File: config.mk
export PLATFORM = sky130hd
export DESIGN_NAME = hd44780_bus_driver
export DESIGN_NICKNAME = d
export VERILOG_FILES = /design/src/rtl/hd44780_bus_driver.sv
export SDC_FILE = /design/constraint.sdc
export NUM_CORES = 1
export LEC_CHECK = 0
export ABC_AREA = 0
export CAP_MARGIN = 20
export CORE_MARGIN = 3
export CORE_UTILIZATION = 40
export DETAILED_ROUTE_END_ITERATION = 6
export DONT_BUFFER_PORTS = 1
export PLACE_DENSITY_LB_ADDON = 0.08
export SETUP_SLACK_MARGIN = 0.15
export SYNTH_ARGS = -nofsm -noshare
export SYNTH_HDL_FRONTEND = slang
export SYNTH_SLANG_ARGS = --single-unit
File: constraint.sdc
create_clock -name i_clk -period 2.2 [get_ports i_clk]
set_input_delay 0.66 -clock i_clk [delete_from_list [all_inputs] [get_ports i_clk]]
set_output_delay 0.66 -clock i_clk [all_outputs]
set_load 0.005 [all_outputs]
File: src/rtl/hd44780_bus_driver.sv
// HD44780 8-bit parallel bus driver: turns one {rs, byte} request into a timed
// E strobe with setup, hold and execution waits, after an initial power-on delay.
module hd44780_bus_driver #(
   parameter int POWERON_CYC = 4000000,
   parameter int SETUP_CYC   = 4,
   parameter int EHIGH_CYC   = 25,
   parameter int HOLD_CYC    = 2,
   parameter int EXEC_CYC    = 4000,
   parameter int CLEAR_CYC   = 160000
) (
   input  logic       i_clk,
   input  logic       i_rst_n,
   input  logic       i_start,
   input  logic       i_rs,
   input  logic [7:0] i_d,
   output logic       o_busy,
   output logic       o_done,
   output logic       o_lcd_rs,
   output logic       o_lcd_rw,
   output logic       o_lcd_e,
   output logic [7:0] o_lcd_db
);

   localparam int CW = 22;

   typedef enum logic [2:0] {
      ST_POWERUP,
      ST_IDLE,
      ST_SETUP,
      ST_EHIGH,
      ST_HOLD,
      ST_WAIT
   } state_t;

   state_t        r_state;
   logic [CW-1:0] r_cnt;
   logic          r_long;
   logic          r_e;
   logic          r_rs;
   logic          r_busy;
   logic          r_done;
   logic [7:0]    r_db;

   logic          w_long;
   logic [CW-1:0] w_waitLast;

   // Clear Display (0x01) and Return Home (0x02/0x03) need the long execution wait
   assign w_long     = ~i_rs & (i_d[7:2] == 6'b000000);
   assign w_waitLast = r_long ? CW'(CLEAR_CYC - 1) : CW'(EXEC_CYC - 1);

   always_ff @(posedge i_clk or negedge i_rst_n) begin
      if (!i_rst_n) begin
         r_state <= ST_POWERUP;
         r_cnt   <= '0;
         r_long  <= 1'b0;
         r_e     <= 1'b0;
         r_rs    <= 1'b0;
         r_db    <= 8'h00;
         r_busy  <= 1'b1;
         r_done  <= 1'b0;
      end else begin
         case (r_state)
            ST_POWERUP: begin
               if (r_cnt == CW'(POWERON_CYC - 1)) begin
                  r_cnt   <= '0;
                  r_busy  <= 1'b0;
                  r_state <= ST_IDLE;
               end else begin
                  r_cnt <= r_cnt + 1'b1;
               end
            end
            ST_IDLE: begin
               r_done <= 1'b0;
               r_e    <= 1'b0;
               if (i_start) begin
                  r_rs    <= i_rs;
                  r_db    <= i_d;
                  r_long  <= w_long;
                  r_busy  <= 1'b1;
                  r_cnt   <= '0;
                  r_state <= ST_SETUP;
               end
            end
            ST_SETUP: begin
               if (r_cnt == CW'(SETUP_CYC - 1)) begin
                  r_cnt   <= '0;
                  r_e     <= 1'b1;
                  r_state <= ST_EHIGH;
               end else begin
                  r_cnt <= r_cnt + 1'b1;
               end
            end
            ST_EHIGH: begin
               if (r_cnt == CW'(EHIGH_CYC - 1)) begin
                  r_cnt   <= '0;
                  r_e     <= 1'b0;
                  r_state <= ST_HOLD;
               end else begin
                  r_cnt <= r_cnt + 1'b1;
               end
            end
            ST_HOLD: begin
               if (r_cnt == CW'(HOLD_CYC - 1)) begin
                  r_cnt   <= '0;
                  r_state <= ST_WAIT;
               end else begin
                  r_cnt <= r_cnt + 1'b1;
               end
            end
            ST_WAIT: begin
               // busy drops and done pulses together so the sequencer can issue
               // the next request on this very cycle
               if (r_cnt == w_waitLast) begin
                  r_cnt   <= '0;
                  r_busy  <= 1'b0;
                  r_done  <= 1'b1;
                  r_state <= ST_IDLE;
               end else begin
                  r_cnt <= r_cnt + 1'b1;
               end
            end
            default: begin
               r_cnt   <= '0;
               r_e     <= 1'b0;
               r_busy  <= 1'b1;
               r_done  <= 1'b0;
               r_state <= ST_POWERUP;
            end
         endcase
      end
   end

   assign o_busy   = r_busy;
   assign o_done   = r_done;
   assign o_lcd_rs = r_rs;
   assign o_lcd_rw = 1'b0;
   assign o_lcd_e  = r_e;
   assign o_lcd_db = r_db;

endmodule

==> flow_summary.toml <==
[outcome]
outcome = "finished, final reports clean"

[power]
p_leak_nw = 1.42
power_density_mw_per_mm2 = 1050
p_total_mw = 3.27
ir_drop_mv = 0.600

[clocking]
cts-buffers-inserted = 5
cts_tree = "yes"
clkTransAtPathRegs_ns = 0.09
h-tree-depth = 2
cts_hold_buf = 0
clkLatencyLatePin_ns = 0.30
clockBufferDepth = 2
clockRootBuffer = "clkbuf_8"
clock-sinks = 38

[sta]
skew_ns = 0.00913
finalCritPeriodShare_pct = 97.9
worstMarginPinSlew_ns = 0.496
fmaxAchievable_ghz = 0.465
finalHoldViolCount = 0
slew_headroom_pct = 66.7
setup_viol = 0
rsz0062_at_grt = "yes"
fin_ws_ns = 0.0473
slew_viol_final = 0
period_needed_ns = 2.15

[synth]
ys_seq_elements = 38
yosysWarnings = 0
synth.avg_cell_area_um2 = 8.95
synth_edf_count = 0
syn_nets = 285
yosysSeqAreaShare_pct = 39.4
ys_types = 55
synth_top_family_by_area = "simple AND/OR/NAND/NOR gates"
netlist_area_mm2 = 0.00242
synth-main-ff-cell = "dfrtp_1"
synth_xor_area_share_pct = 1.81
ys_async_sr_fraction_pct = 100
synth-compound-area-share_pct = 16.4
synthMuxAreaShare_pct = 4.19
synthAdderAreaFrac_pct = 1.55
synth-simple-area-share_pct = 30.8
syn_inst = 270

[route]
routedWlPerCell_um = 16.4
dr.pass1.iters = 4
drt-total-wl_um = 6270
drtIter0Drc = 103
via_per_inst = 5.55
ant_nets = 0
vias = 2126
drc = 0

[finish]
diodes = 0
layout_commonest_cell = "nand2_1"
synthToLayoutAreaGrowth_pct = 29.2
mostFrequentLayoutCells = "42 x nand2_1, 40 x buf_4, 32 x dfrtp_1"
layout.cells.non_filler = 383
fillers = 532
drive_gt1_share_pct = 36.0
nNetsFinal = 325

[floorplanning]
row_count = 27
start_util_pct = 42.6
ioPinCount = 25
dieWidth_um = 83.7
die_y_um = 83.7
core_mm2 = 0.00568
die_area_mm2 = 0.00701

[critical_path]
timing_worst_setup_path_type = "flop to flop"
cp.required_ns = 2.38
regToRegEndpoint = "r_cnt[4]"
cp_max_fo = 7
end_kind = "flop"
r2r_start = "r_cnt[11]"
rrSetupSlack_ns = 0.05
cp-start-kind = "flop"
ff2ff_path_depth = 7
critPathArrivalTime_ns = 2.34
critPathLaunch = "r_cnt[11]"

[global_route]
grt_usage_pct = 18.8
antenna_found_initial = 0
grt_pass1_wl_um = 10700
grt_pass1_vias = 2158
grt_remaining_overflow = 0
grt_max_degree = 39

[placement]
numPortBuffers = 0
placed_cells = 367
dp_hpwl_um = 4360
dp_slack_ns = 0.0205
gp_congestion = 0.826

[flow_run]
max_cap_violations = 0

[hold_path]
min_path_type = "primary input to async pin"
[how the worst max path moves through the flow]
| stage | endpoint | slack (ns) | depth (start not counted) |
|---|---|---|---|
| 6_report | r_cnt[4] | 0.05 | 7 |
| 2_1_floorplan | r_cnt[3] | 0.29 | 8 |
| 5_1_grt | r_cnt[12] | -0.09 | 7 |
| 3_3_place_gp | r_cnt[18] | 0.06 | 7 |
| 4_1_cts | r_cnt[5] | 0.11 | 9 |
| 3_5_place_dp | r_cnt[10] | 0.02 | 8 |
[sequential cells by signal, summed over array words and instances (netlist names)]
name      cells
o_lcd_rs      1
o_lcd_e       1
r_long        1
r_cnt        22
r_state       3
o_lcd_db      8
o_done        1
o_busy        1
[cells by family after synthesis]
group | count (synthesis)
XOR/XNOR | 5
adder cells (fa/ha/maj) | 3
buffers and inverters | 26
multiplexers | 9
flip-flops | 38
AO/OA/AOI/OAI | 53
AND/OR/NAND/NOR | 135
other | 1
[per-layer routing]
metal,GRT usage (%),up-vias,part of all wire (%),wire length [um]
met5,0,-,0,0
met4,5.56,0,1.8,111
li1,-,1046,-,-
met1,26.7,1029,49,3070
met2,29.4,41,45,2840
met3,3.16,10,3.8,241
[Yosys cell counts (all sizes together), types with 4 or more instances]
library cell	number	share of area [%]
nor3	12	2.7
and3	6	1.6
o22ai	11	2.8
buf	11	3.3
nor2	23	3.9
and4	4	1.6
clkbuf	7	1.1
nand2	43	6.7
o21ai	13	2.7
and2	7	1.8
dfrtp	37	38
a21oi	6	1.4
nor2b	7	1.8
nand4	9	2.8
nand3	13	2.9
nor4	6	3.3
mux2	9	4.2
inv	8	1.2
[where the power goes]
group / total, mW / internal [mW] / leakage [nW] / switching [mW]
Clock: 0.754 / 0.484 / 0.0714 / 0.270
Combinational: 1.50 / 0.693 / 0.853 / 0.811
Sequential: 1.02 / 0.858 / 0.491 / 0.158
[what timing repair did]
item | CTS | global route
resized for setup | 16 | 24
pin swaps | 7 | 19
buffers inserted | 6 | 1
endpoints found under the setup margin | 20 | 24
cloned | 1 | 0
endpoints found under the hold margin | 0 | 0
[area by class of cell]
cell class | count | area (um^2) | area share [%]
clock buffers | 6 | 82.6 | 2.64
well taps | 72 | 90.1 | 2.88
repair buffers | 50 | 422 | 13.5
clock inverters | 2 | 60.1 | 1.92
inverters | 8 | 30.0 | 0.962
multi-input cells | 207 | 1480 | 47.4
flip-flops and latches | 38 | 958 | 30.7
[worst max-delay path, cell delays in order (launching register included)]
cell and delay, ns:
dfrtp_2 0.46, nor4_4 0.36, nand4_2 0.17, a2111oi_4 0.48, a21oi_4 0.18, buf_6 0.18
o22ai_2 0.14, nand2_1 0.07
[stage by stage]
stage	area, um^2	hold slack [ns]	TNS (ns)	utilization, %
after floorplan	2420	0.364	0	-
after global placement	2750	0.366	0	48.4
after detailed placement	2750	0.365	0	48.4
after CTS	3010	0.0396	0	53.0
after global routing	3120	0.0347	-1.29	55.0
final	3120	0.0457	0	55.0
(Power assumes the default switching activity.)
